===== src/rtl/core_pkg.sv =====
// Shared pipeline-control types and constants for the 5-stage RV32 core.
package core_pkg;

    typedef enum logic [2:0] {
        StRun     = 3'd0,
        StMemWait = 3'd1,
        StDrain   = 3'd2,
        StHalted  = 3'd3,
        StError   = 3'd4
    } ctrl_state_e;

    localparam logic [1:0] RESULT_SRC_LOAD = 2'b01;
    localparam logic [4:0] REG_ZERO        = 5'd0;

    typedef struct packed {
        logic pc_stall;
        logic ifid_stall;
        logic ifid_flush;
        logic idex_stall;
        logic idex_flush;
        logic exmem_stall;
        logic memwb_flush;
    } pipe_ctrl_t;

    localparam pipe_ctrl_t CtrlNone = '{
        pc_stall: 1'b0, ifid_stall: 1'b0, ifid_flush: 1'b0, idex_stall: 1'b0,
        idex_flush: 1'b0, exmem_stall: 1'b0, memwb_flush: 1'b0
    };

    // Whole pipeline frozen behind MEM; a bubble goes to WB while the access is pending.
    localparam pipe_ctrl_t CtrlFreeze = '{
        pc_stall: 1'b1, ifid_stall: 1'b1, ifid_flush: 1'b0, idex_stall: 1'b1,
        idex_flush: 1'b0, exmem_stall: 1'b1, memwb_flush: 1'b1
    };

    localparam pipe_ctrl_t CtrlRedirect = '{
        pc_stall: 1'b0, ifid_stall: 1'b0, ifid_flush: 1'b1, idex_stall: 1'b0,
        idex_flush: 1'b1, exmem_stall: 1'b0, memwb_flush: 1'b0
    };

    // Front end held, bubble injected into EX.
    localparam pipe_ctrl_t CtrlBubble = '{
        pc_stall: 1'b1, ifid_stall: 1'b1, ifid_flush: 1'b0, idex_stall: 1'b0,
        idex_flush: 1'b1, exmem_stall: 1'b0, memwb_flush: 1'b0
    };

endpackage


===== src/rtl/hazard_ctrl_if.sv =====
// Datapath <-> hazard controller signal bundle; the datapath is the master.
interface hazard_ctrl_if #(
    parameter int unsigned CNT_W = 32
);
    logic [4:0]       id_rs1_addr;
    logic [4:0]       id_rs2_addr;
    logic             id_uses_rs1;
    logic             id_uses_rs2;
    logic [4:0]       ex_rd;
    logic             ex_reg_write;
    logic             ex_is_load;
    logic             ex_redirect;
    logic             mem_req;
    logic             mem_ready;
    logic             halt_req;
    logic             pc_stall;
    logic             ifid_stall;
    logic             ifid_flush;
    logic             idex_stall;
    logic             idex_flush;
    logic             exmem_stall;
    logic             memwb_flush;
    logic             halt_ack;
    logic             mem_timeout_err;
    logic [CNT_W-1:0] stall_cnt;
    logic [CNT_W-1:0] flush_cnt;

    modport master (
        output id_rs1_addr, id_rs2_addr, id_uses_rs1, id_uses_rs2, ex_rd, ex_reg_write,
               ex_is_load, ex_redirect, mem_req, mem_ready, halt_req,
        input  pc_stall, ifid_stall, ifid_flush, idex_stall, idex_flush, exmem_stall,
               memwb_flush, halt_ack, mem_timeout_err, stall_cnt, flush_cnt
    );

    modport slave (
        input  id_rs1_addr, id_rs2_addr, id_uses_rs1, id_uses_rs2, ex_rd, ex_reg_write,
               ex_is_load, ex_redirect, mem_req, mem_ready, halt_req,
        output pc_stall, ifid_stall, ifid_flush, idex_stall, idex_flush, exmem_stall,
               memwb_flush, halt_ack, mem_timeout_err, stall_cnt, flush_cnt
    );

endinterface


===== src/rtl/hazard_ctrl_detect.sv =====
// Load-use comparator between the ID instruction's sources and the load in EX.
module hazard_detect
    import core_pkg::*;
(
    input  logic [4:0] id_rs1_addr_i,
    input  logic [4:0] id_rs2_addr_i,
    input  logic       id_uses_rs1_i,
    input  logic       id_uses_rs2_i,
    input  logic [4:0] ex_rd_i,
    input  logic       ex_reg_write_i,
    input  logic       ex_is_load_i,
    output logic       load_use_o
);
    logic rs1_hit;
    logic rs2_hit;

    assign rs1_hit = id_uses_rs1_i & (id_rs1_addr_i == ex_rd_i);
    assign rs2_hit = id_uses_rs2_i & (id_rs2_addr_i == ex_rd_i);

    // x0 is hardwired, so a load targeting it never creates a dependency.
    assign load_use_o = ex_is_load_i & ex_reg_write_i & (ex_rd_i != REG_ZERO) &
                        (rs1_hit | rs2_hit);

endmodule


===== src/rtl/hazard_ctrl.sv =====
// Pipeline stall/flush controller: load-use, redirect, dmem wait, debug halt and timeout.
module hazard_ctrl
    import core_pkg::*;
#(
    parameter int unsigned MEM_TIMEOUT  = 64,
    parameter int unsigned DRAIN_CYCLES = 3,
    parameter int unsigned CNT_W        = 32
) (
    input logic          clk,
    input logic          rst_n,
    hazard_ctrl_if.slave bus
);
    localparam int unsigned        WaitW      = $clog2(MEM_TIMEOUT + 1);
    localparam int unsigned        DrainW     = $clog2(DRAIN_CYCLES + 1);
    localparam logic [WaitW-1:0]   WaitLimit  = WaitW'(MEM_TIMEOUT);
    localparam logic [DrainW-1:0]  DrainLimit = DrainW'(DRAIN_CYCLES);

    ctrl_state_e       state_q, state_d;
    logic [WaitW-1:0]  wait_q, wait_d;
    logic [DrainW-1:0] drain_q, drain_d;
    logic [CNT_W-1:0]  stall_cnt_q, stall_cnt_d;
    logic [CNT_W-1:0]  flush_cnt_q, flush_cnt_d;

    pipe_ctrl_t ctrl;
    logic       halt_ack;
    logic       timeout_err;
    logic       redirect_taken;
    logic       eval_run;
    logic       load_use;
    logic       mem_wait;

    hazard_detect u_hazard_detect (
        .id_rs1_addr_i  (bus.id_rs1_addr),
        .id_rs2_addr_i  (bus.id_rs2_addr),
        .id_uses_rs1_i  (bus.id_uses_rs1),
        .id_uses_rs2_i  (bus.id_uses_rs2),
        .ex_rd_i        (bus.ex_rd),
        .ex_reg_write_i (bus.ex_reg_write),
        .ex_is_load_i   (bus.ex_is_load),
        .load_use_o     (load_use)
    );

    assign mem_wait = bus.mem_req & ~bus.mem_ready;

    always_comb begin
        state_d        = state_q;
        wait_d         = '0;
        drain_d        = drain_q;
        ctrl           = CtrlNone;
        halt_ack       = 1'b0;
        timeout_err    = 1'b0;
        redirect_taken = 1'b0;
        eval_run       = 1'b0;

        unique case (state_q)
            // MemWait without a pending access is a release: EX was frozen, so re-run priority.
            StRun, StMemWait: eval_run = 1'b1;
            StDrain: begin
                if (mem_wait) begin
                    ctrl   = CtrlFreeze;
                    wait_d = wait_q + WaitW'(1);
                    if (wait_d >= WaitLimit) state_d = StError;
                end else if (!bus.halt_req) begin
                    eval_run = 1'b1;
                end else begin
                    ctrl    = CtrlBubble;
                    drain_d = drain_q + DrainW'(1);
                    if (drain_d >= DrainLimit) state_d = StHalted;
                end
            end
            StHalted: begin
                ctrl     = CtrlBubble;
                halt_ack = 1'b1;
                if (!bus.halt_req) state_d = StRun;
            end
            StError: begin
                ctrl        = CtrlFreeze;
                timeout_err = 1'b1;
            end
            default: state_d = StRun;
        endcase

        if (eval_run) begin
            state_d = StRun;
            drain_d = '0;
            if (mem_wait) begin
                ctrl    = CtrlFreeze;
                wait_d  = wait_q + WaitW'(1);
                state_d = (wait_d >= WaitLimit) ? StError : StMemWait;
            end else if (bus.ex_redirect) begin
                // The ID instruction is wrong-path, so any load-use against it is moot.
                ctrl           = CtrlRedirect;
                redirect_taken = 1'b1;
            end else if (load_use) begin
                ctrl = CtrlBubble;
            end else if (bus.halt_req) begin
                ctrl    = CtrlBubble;
                drain_d = DrainW'(1);
                state_d = (DRAIN_CYCLES <= 1) ? StHalted : StDrain;
            end
        end
    end

    assign stall_cnt_d = stall_cnt_q + CNT_W'(ctrl.pc_stall);
    assign flush_cnt_d = flush_cnt_q + CNT_W'(redirect_taken);

    always_ff @(posedge clk or negedge rst_n) begin
        if (!rst_n) begin
            state_q     <= StRun;
            wait_q      <= '0;
            drain_q     <= '0;
            stall_cnt_q <= '0;
            flush_cnt_q <= '0;
        end else begin
            state_q     <= state_d;
            wait_q      <= wait_d;
            drain_q     <= drain_d;
            stall_cnt_q <= stall_cnt_d;
            flush_cnt_q <= flush_cnt_d;
        end
    end

    // Outputs are gated by reset so a live request cannot leak through while rst_n is low.
    assign bus.pc_stall        = rst_n & ctrl.pc_stall;
    assign bus.ifid_stall      = rst_n & ctrl.ifid_stall;
    assign bus.ifid_flush      = rst_n & ctrl.ifid_flush;
    assign bus.idex_stall      = rst_n & ctrl.idex_stall;
    assign bus.idex_flush      = rst_n & ctrl.idex_flush;
    assign bus.exmem_stall     = rst_n & ctrl.exmem_stall;
    assign bus.memwb_flush     = rst_n & ctrl.memwb_flush;
    assign bus.halt_ack        = rst_n & halt_ack;
    assign bus.mem_timeout_err = rst_n & timeout_err;
    assign bus.stall_cnt       = stall_cnt_q;
    assign bus.flush_cnt       = flush_cnt_q;

endmodule


===== src/flat_wrapper.sv =====
// flat-port wrapper written by rule: the top's interface ports become plain ports
module hazard_ctrl_flat import core_pkg::*;
#(
    parameter int unsigned MEM_TIMEOUT  = 64,
    parameter int unsigned DRAIN_CYCLES = 3,
    parameter int unsigned CNT_W        = 32
)
  (clk, rst_n, bus_id_rs1_addr, bus_id_rs2_addr, bus_id_uses_rs1, bus_id_uses_rs2, bus_ex_rd, bus_ex_reg_write, bus_ex_is_load, bus_ex_redirect, bus_mem_req, bus_mem_ready, bus_halt_req, bus_pc_stall, bus_ifid_stall, bus_ifid_flush, bus_idex_stall, bus_idex_flush, bus_exmem_stall, bus_memwb_flush, bus_halt_ack, bus_mem_timeout_err, bus_stall_cnt, bus_flush_cnt);
  hazard_ctrl_if #(.CNT_W(CNT_W)) bus_i ();
  input logic clk;
  input logic rst_n;
  input wire logic [$bits(bus_i.id_rs1_addr)-1:0] bus_id_rs1_addr;
  input wire logic [$bits(bus_i.id_rs2_addr)-1:0] bus_id_rs2_addr;
  input wire logic [$bits(bus_i.id_uses_rs1)-1:0] bus_id_uses_rs1;
  input wire logic [$bits(bus_i.id_uses_rs2)-1:0] bus_id_uses_rs2;
  input wire logic [$bits(bus_i.ex_rd)-1:0] bus_ex_rd;
  input wire logic [$bits(bus_i.ex_reg_write)-1:0] bus_ex_reg_write;
  input wire logic [$bits(bus_i.ex_is_load)-1:0] bus_ex_is_load;
  input wire logic [$bits(bus_i.ex_redirect)-1:0] bus_ex_redirect;
  input wire logic [$bits(bus_i.mem_req)-1:0] bus_mem_req;
  input wire logic [$bits(bus_i.mem_ready)-1:0] bus_mem_ready;
  input wire logic [$bits(bus_i.halt_req)-1:0] bus_halt_req;
  output wire logic [$bits(bus_i.pc_stall)-1:0] bus_pc_stall;
  output wire logic [$bits(bus_i.ifid_stall)-1:0] bus_ifid_stall;
  output wire logic [$bits(bus_i.ifid_flush)-1:0] bus_ifid_flush;
  output wire logic [$bits(bus_i.idex_stall)-1:0] bus_idex_stall;
  output wire logic [$bits(bus_i.idex_flush)-1:0] bus_idex_flush;
  output wire logic [$bits(bus_i.exmem_stall)-1:0] bus_exmem_stall;
  output wire logic [$bits(bus_i.memwb_flush)-1:0] bus_memwb_flush;
  output wire logic [$bits(bus_i.halt_ack)-1:0] bus_halt_ack;
  output wire logic [$bits(bus_i.mem_timeout_err)-1:0] bus_mem_timeout_err;
  output wire logic [$bits(bus_i.stall_cnt)-1:0] bus_stall_cnt;
  output wire logic [$bits(bus_i.flush_cnt)-1:0] bus_flush_cnt;
  assign bus_i.id_rs1_addr = bus_id_rs1_addr;
  assign bus_i.id_rs2_addr = bus_id_rs2_addr;
  assign bus_i.id_uses_rs1 = bus_id_uses_rs1;
  assign bus_i.id_uses_rs2 = bus_id_uses_rs2;
  assign bus_i.ex_rd = bus_ex_rd;
  assign bus_i.ex_reg_write = bus_ex_reg_write;
  assign bus_i.ex_is_load = bus_ex_is_load;
  assign bus_i.ex_redirect = bus_ex_redirect;
  assign bus_i.mem_req = bus_mem_req;
  assign bus_i.mem_ready = bus_mem_ready;
  assign bus_i.halt_req = bus_halt_req;
  assign bus_pc_stall = bus_i.pc_stall;
  assign bus_ifid_stall = bus_i.ifid_stall;
  assign bus_ifid_flush = bus_i.ifid_flush;
  assign bus_idex_stall = bus_i.idex_stall;
  assign bus_idex_flush = bus_i.idex_flush;
  assign bus_exmem_stall = bus_i.exmem_stall;
  assign bus_memwb_flush = bus_i.memwb_flush;
  assign bus_halt_ack = bus_i.halt_ack;
  assign bus_mem_timeout_err = bus_i.mem_timeout_err;
  assign bus_stall_cnt = bus_i.stall_cnt;
  assign bus_flush_cnt = bus_i.flush_cnt;
  hazard_ctrl #(.MEM_TIMEOUT(MEM_TIMEOUT), .DRAIN_CYCLES(DRAIN_CYCLES), .CNT_W(CNT_W)) u_core (.clk(clk), .rst_n(rst_n), .bus(bus_i));
endmodule

===== config.mk =====
export PLATFORM = sky130hd
export DESIGN_NAME = hazard_ctrl_flat
export DESIGN_NICKNAME = d
export VERILOG_FILES = /design/src/rtl/core_pkg.sv /design/src/rtl/hazard_ctrl_if.sv /design/src/rtl/hazard_ctrl_detect.sv /design/src/rtl/hazard_ctrl.sv /design/src/flat_wrapper.sv
export SDC_FILE = /design/constraint.sdc
export NUM_CORES = 1
export LEC_CHECK = 0
export ABC_AREA = 1
export CAP_MARGIN = 20
export CORE_ASPECT_RATIO = 0.8
export CORE_MARGIN = 1
export CORE_UTILIZATION = 45
export DETAILED_ROUTE_END_ITERATION = 10
export PLACE_DENSITY = 0.73
export SLEW_MARGIN = 20
export SYNTH_ARGS = -nofsm -noshare
export SYNTH_HDL_FRONTEND = slang
export SYNTH_SLANG_ARGS = --single-unit

===== constraint.sdc =====
create_clock -name clk -period 5.2 [get_ports clk]
set_input_delay 1.56 -clock clk [delete_from_list [all_inputs] [get_ports clk]]
set_output_delay 1.56 -clock clk [all_outputs]
set_load 0.005 [all_outputs]

==> results.yml, run 1 <==
critical_path:
  cp_num_buf_inv: 3
  crit_arrival_ns: 3.48
  critPathCaptureType: "output pin"
  cpMostUsedCell: "nand2_1"
  startpoint_type: "input port"
  path_cells: "clkdlybuf4s50_1, inv_2, nand2_1, nand2_1, nor2_2, nand3_1, nand2_1, nand3_1, nand3_1, nand2_1, nor2_2, clkdlybuf4s50_1"
  critPathMaxFanout: 3
  slowest_delay_ns: 0.51
  slowest_stage: "clkdlybuf4s50_1"
  cp_top_family: "buffers and inverters"
  crit_type: "input port to output pin"
  crit_required_ns: 3.64
layout:
  final_cell_mix: "nand2_1, clkdlybuf4s50_1, dfrtp_1"
  finalNonFillerCells: 715
  fin_area_sq_mm: 0.00554
  final_common_cell: "nand2_1"
  area_growth_pct: 34.6
  nNetsFinal: 630
  fin_util_pct: 63.9
  diodes: 0
  drive_gt1_share_pct: 6.97
synth:
  synth_cell_types: 30
  synth_area_leader_cell: "dfrtp_1"
  synth-seq-cells: 76
  syn-instance-count: 492
  ys_warn_count: 0
  synth-async-reset-ratio_pct: 100
  synth_xor_area_share_pct: 12.8
  synth_edf_count: 0
  synth_top_cell_area_share_pct: 46.2
  synthAdderAreaFrac_pct: 2.13
  synth_compound_area_share_pct: 1.73
  synth_area_leaders: "dfrtp_1, nand2_1, xor2_1, inv_1, nor2_1"
  synth.mux.area_fraction_pct: 0
  synth_top_family_by_area: "simple AND/OR/NAND/NOR gates"
  syn_nets: 524
  syn_area_sq_mm: 0.00412
  synth-simple-area-share_pct: 30.4
  ys.flop_type: "dfrtp_1"
  yosysSeqAreaShare_pct: 46.2
  synth.avg_cell_area_sq_um: 8.37
floorplanning:
  die-area_sq_mm: 0.00954
  start_util_pct: 47.5
  core_sq_mm: 0.00867
  pin_count: 98
  chipHeight_um: 87.5
  dieWidth_um: 109
  rows: 30
route:
  drt_iter0_markers: 188
  vias: 3547
  dr.pass1.iters: 6
  wl_per_cell_um: 13.9
  wl_um: 9940
  drc: 0
  ant_nets: 0
  via_per_inst: 4.96
power_and_ir_drop:
  powerDensity_mw_per_mm2: 311
  finalPower_mw: 1.72
  leakage_nw: 2.72
  vdd_drop_max_v: 0.000203
global_route:
  grt_pass1_wl_um: 16700
  grt_usage_pct: 22.6
  grt_max_degree: 77
  grt_antenna_before_repair: 0
  overflow: 0
  grt_pass1_vias: 3622
outcome:
  status: "finished clean"
sta:
  fin_crit_sh_pct: 96.9
  period_needed_ns: 5.04
  clock.fmax_mhz: 198
  relSlewSlack_pct: 38.4
  fin_tns_setup_ns: 0
  hold_violations: 0
  worst_pin_slew_ns: 0.924
  whs_ns: 0.465
  setup_viol: 0
  drv_slew: 0
  worst_slack_ns: 0.162
  finClkSkew_ns: 0.00812
cts:
  cts.sinks: 76
  htreeDepth: 3
  cts_tree: "built"
  path_clk_slew_ns: 0.05
  cts_max_path_buffers: 2
  numCtsBuffers: 9
  cts-root-buf: "clkbuf_16"
  clock_latency_ns: 0.33
placement:
  gp_congestion: 0.897
  dpl_cell_area_sq_mm: 0.00521
  hpwl_um: 7660
  io_buffer_count: 97
  dp_cells: 699
  dp_slack_ns: 0.0878
min_path:
  min-delay-path-class: "register to register"
run:
  drv_cap: 0
==> flip-flops by register name (all words and copies together) (netlist names) <==
name / flops
u_core.wait_q: 7
u_core.drain_q: 2
u_core.bus.stall_cnt: 32
u_core.bus.flush_cnt: 32
u_core.state_q: 3
==> metal layers <==
layer,wire length [um],GRT usage (%)
met5,0,0
met3,428,5.65
met2,4800,37.3
met1,4620,29.8
met4,95,6.14
==> worst paths after layout <==
kind	from	to	slack, ns	depth (start not counted)
max in group asynchronous	rst_n	u_core.wait_q[6]	3.12	2
worst min-delay path	u_core.wait_q[0]	u_core.wait_q[0]	0.47	1
worst max register to register	u_core.state_q[2]	u_core.bus.stall_cnt[30]	2.16	17
worst max-delay path	bus_ex_rd[2]	bus_ifid_stall	0.16	12
min in group asynchronous	rst_n	u_core.bus.flush_cnt[6]	1.46	2
worst min register to register	u_core.wait_q[0]	u_core.wait_q[0]	0.47	1
==> power breakdown <==
part | leakage (nW) | switching [mW] | internal (mW)
Clock | 0.150 | 0.228 | 0.399
Sequential | 1.01 | 0.0689 | 0.656
Combinational | 1.57 | 0.187 | 0.187
==> timing repair <==
action	CTS	global route
resized for setup	0	11
setup buffers	0	0
hold endpoints to repair	0	0
setup endpoints to repair	0	3
hold buffers	0	0
==> Yosys cell counts, types with 2 or more instances <==
cell type and instances:
nor3_4 2, nor4_1 4, inv_1 68, nor3b_1 2, xor2_1 41, nand4_1 16, dfrtp_1 76, nand2_2 2
a21oi_1 3, buf_4 3, ha_1 7, nand3_2 3, xnor2_1 19, nand4_2 2, nor3_1 22, o21ai_0 3
nor2_2 2, nand3_1 27, nand3b_1 2, nor2_4 5, o21ai_1 2, nand2_1 107, nor2_1 67
==> kinds of logic after synthesis <==
logic type,Yosys count
buffers and inverters,71
DFF,76
adders and majority gates,7
and+or+nand+nor,266
xor gates and xnor gates,60
AOI/OAI and AO/OA,12
==> cell type report <==
cell class | count | area [sq um]
Sequential cell | 76 | 1900
Clock inverter | 3 | 43.8
Fill cell | 729 | 3130
Inverter | 68 | 255
Clock buffer | 13 | 260
Timing Repair Buffer | 98 | 988
Multi-Input combinational cell | 345 | 1950
Tap cell | 112 | 140
(Power assumes the default switching activity.)
==> run 2: changes to the inputs <==
--- a/config.mk
+++ b/config.mk
@@ -10,8 +10,10 @@
 export CORE_ASPECT_RATIO = 0.8
 export CORE_MARGIN = 1
 export CORE_UTILIZATION = 45
+export CTS_BUF_LIST = sky130_fd_sc_hd__clkbuf_8
 export DETAILED_ROUTE_END_ITERATION = 10
 export PLACE_DENSITY = 0.73
+export SKIP_LAST_GASP = 1
 export SLEW_MARGIN = 20
 export SYNTH_ARGS = -nofsm -noshare
 export SYNTH_HDL_FRONTEND = slang
==> run 2 against run 1 <==
Wire length fell by 2.3%. Final cell count did not move. Clock power fell by 28%. Largest cell class unchanged. Maximum frequency barely moved. Largest power group unchanged. Total power fell by 11%. Clock skew rose by 0.0029 ns.
==> results.yml, run 2 (synthesized netlist as in run 1, its figures left out) <==
outcome:
  status: "finished clean"
global_route:
  use_met3_pct: 4.46
  grt_max_degree: 77
  grt_usage_pct: 22.3
  overflow: 0
  busiest_layer: "met2"
  use_met1_pct: 29.7
  grt_pass1_wl_um: 16500
  grt_antenna_before_repair: 0
  grt_pass1_vias: 3581
  met2_usage_pct: 36.1
critical_path:
  crit_required_ns: 3.64
  crit_arrival_ns: 3.48
  crit_type: "input port to output pin"
  critPathCaptureType: "output pin"
  startpoint_type: "input port"
  critPathMaxFanout: 3
route:
  wl_per_cell_um: 13.6
  ant_nets: 0
  drt_iter0_markers: 198
  drc: 0
  dr.pass1.iters: 4
  via_per_inst: 4.94
  wl_um: 9700
  vias: 3535
layout:
  final_cell_mix: "nand2_1, clkdlybuf4s50_1, dfrtp_1"
  nNetsFinal: 630
  diodes: 0
  seq_area_sq_mm: 0.00190
  multi_input_area_sq_mm: 0.00195
  area_growth_pct: 32.1
  fin_area_sq_mm: 0.00544
  final_common_cell: "nand2_1"
  fillCellCount: 752
  drive_gt1_share_pct: 6.97
placement:
  gp_congestion: 0.897
  io_buffer_count: 97
  dpl_cell_area_sq_mm: 0.00521
  hpwl_um: 7660
sta:
  finClkSkew_ns: 0.0110
  relSlewSlack_pct: 38.4
  clock.fmax_mhz: 199
  period_needed_ns: 5.04
  worst_pin_slew_ns: 0.924
  drv_slew: 0
  setup_viol: 0
  fin_crit_sh_pct: 96.8
  hold_violations: 0
  whs_ns: 0.466
min_path:
  min-delay-path-class: "register to register"
floorplanning:
  die-area_sq_mm: 0.00954
  pin_count: 98
  rows: 30
  core_sq_mm: 0.00867
  chipHeight_um: 87.5
  start_util_pct: 47.5
  dieWidth_um: 109
cts:
  cts-root-buf: "clkbuf_8"
  htreeDepth: 3
  cts.sinks: 76
  cts_max_path_buffers: 2
  cts_tree: "built"
  post-cts-setup-buffers: 0
  cts_resized: 0
  clock_latency_ns: 0.34
  numCtsBuffers: 9
  path_clk_slew_ns: 0.07
  hold_buffers: 0
power_and_ir_drop:
  vdd_drop_max_v: 0.000178
  finalPower_mw: 1.54
  leakage_nw: 2.69
  powerDensity_mw_per_mm2: 284
run:
  drv_cap: 0
[run 2: changes by cell type in the layout (fill, tap and decap cells not counted), sizes merged]
cell and delta:
clkbuf -2, inv +2
[run 2: worst paths after layout]
check | to | from | slack (ns) | cells past startpoint
min reg2reg | u_core.wait_q[0] | u_core.wait_q[0] | 0.47 | 1
max reg2reg | u_core.bus.stall_cnt[30] | u_core.state_q[2] | 2.16 | 17
max in group asynchronous | u_core.wait_q[6] | rst_n | 3.13 | 2
min | u_core.wait_q[0] | u_core.wait_q[0] | 0.47 | 1
max | bus_ifid_stall | bus_ex_rd[2] | 0.16 | 12
min in group asynchronous | u_core.bus.flush_cnt[6] | rst_n | 1.45 | 2
[run 2: report_power, final]
group | switching, mW | internal (mW)
registers | 0.0682 | 0.655
clock network | 0.202 | 0.246
logic | 0.185 | 0.187
[run 2: area by class of cell]
cell class	count	area share (%)
Inverter	68	4.69
Sequential cell	76	35.0
Clock inverter	5	0.943
Multi-Input combinational cell	345	35.8
Clock buffer	11	2.78
Tap cell	112	2.58
Timing Repair Buffer	98	18.2
[run 2: metal layers]
layer,vias up,share of wire [%]
met5,-,0
met4,0,1.4
met3,10,4.5
met2,87,48
met1,1674,46
li1,1764,-
[run 2: stage by stage]
stage / setup slack, ns / util [%] / setup TNS, ns / cells
after CTS: 0.0750 / 62.4 / 0 / 715
after detailed placement: 0.0878 / 60.1 / 0 / 699
after global placement: 0.210 / 60.1 / 0 / 699
after global routing: -0.0165 / 62.7 / -0.0165 / 715
final: 0.164 / 62.7 / 0 / 715
after floorplan: 1.13 / - / 0 / 492
[run 2: critical path, cell delays in order]
cell	delay [ns]
clkdlybuf4s50_1	0.51
inv_2	0.06
nand2_1	0.06
nand2_1	0.07
nor2_2	0.10
nand3_1	0.08
nand2_1	0.10
nand3_1	0.11
nand3_1	0.10
nand2_1	0.09
nor2_2	0.13
clkdlybuf4s50_1	0.50
==> run 3: changes to the inputs <==
--- a/config.mk
+++ b/config.mk
@@ -6,6 +6,7 @@
 export NUM_CORES = 1
 export LEC_CHECK = 0
 export ABC_AREA = 1
+export ABC_CLOCK_PERIOD_IN_PS = 5200
 export CAP_MARGIN = 20
 export CORE_ASPECT_RATIO = 0.8
 export CORE_MARGIN = 1
==> results of run 3 <==
Final layout, timing and power as in run 2 (identical DEF).
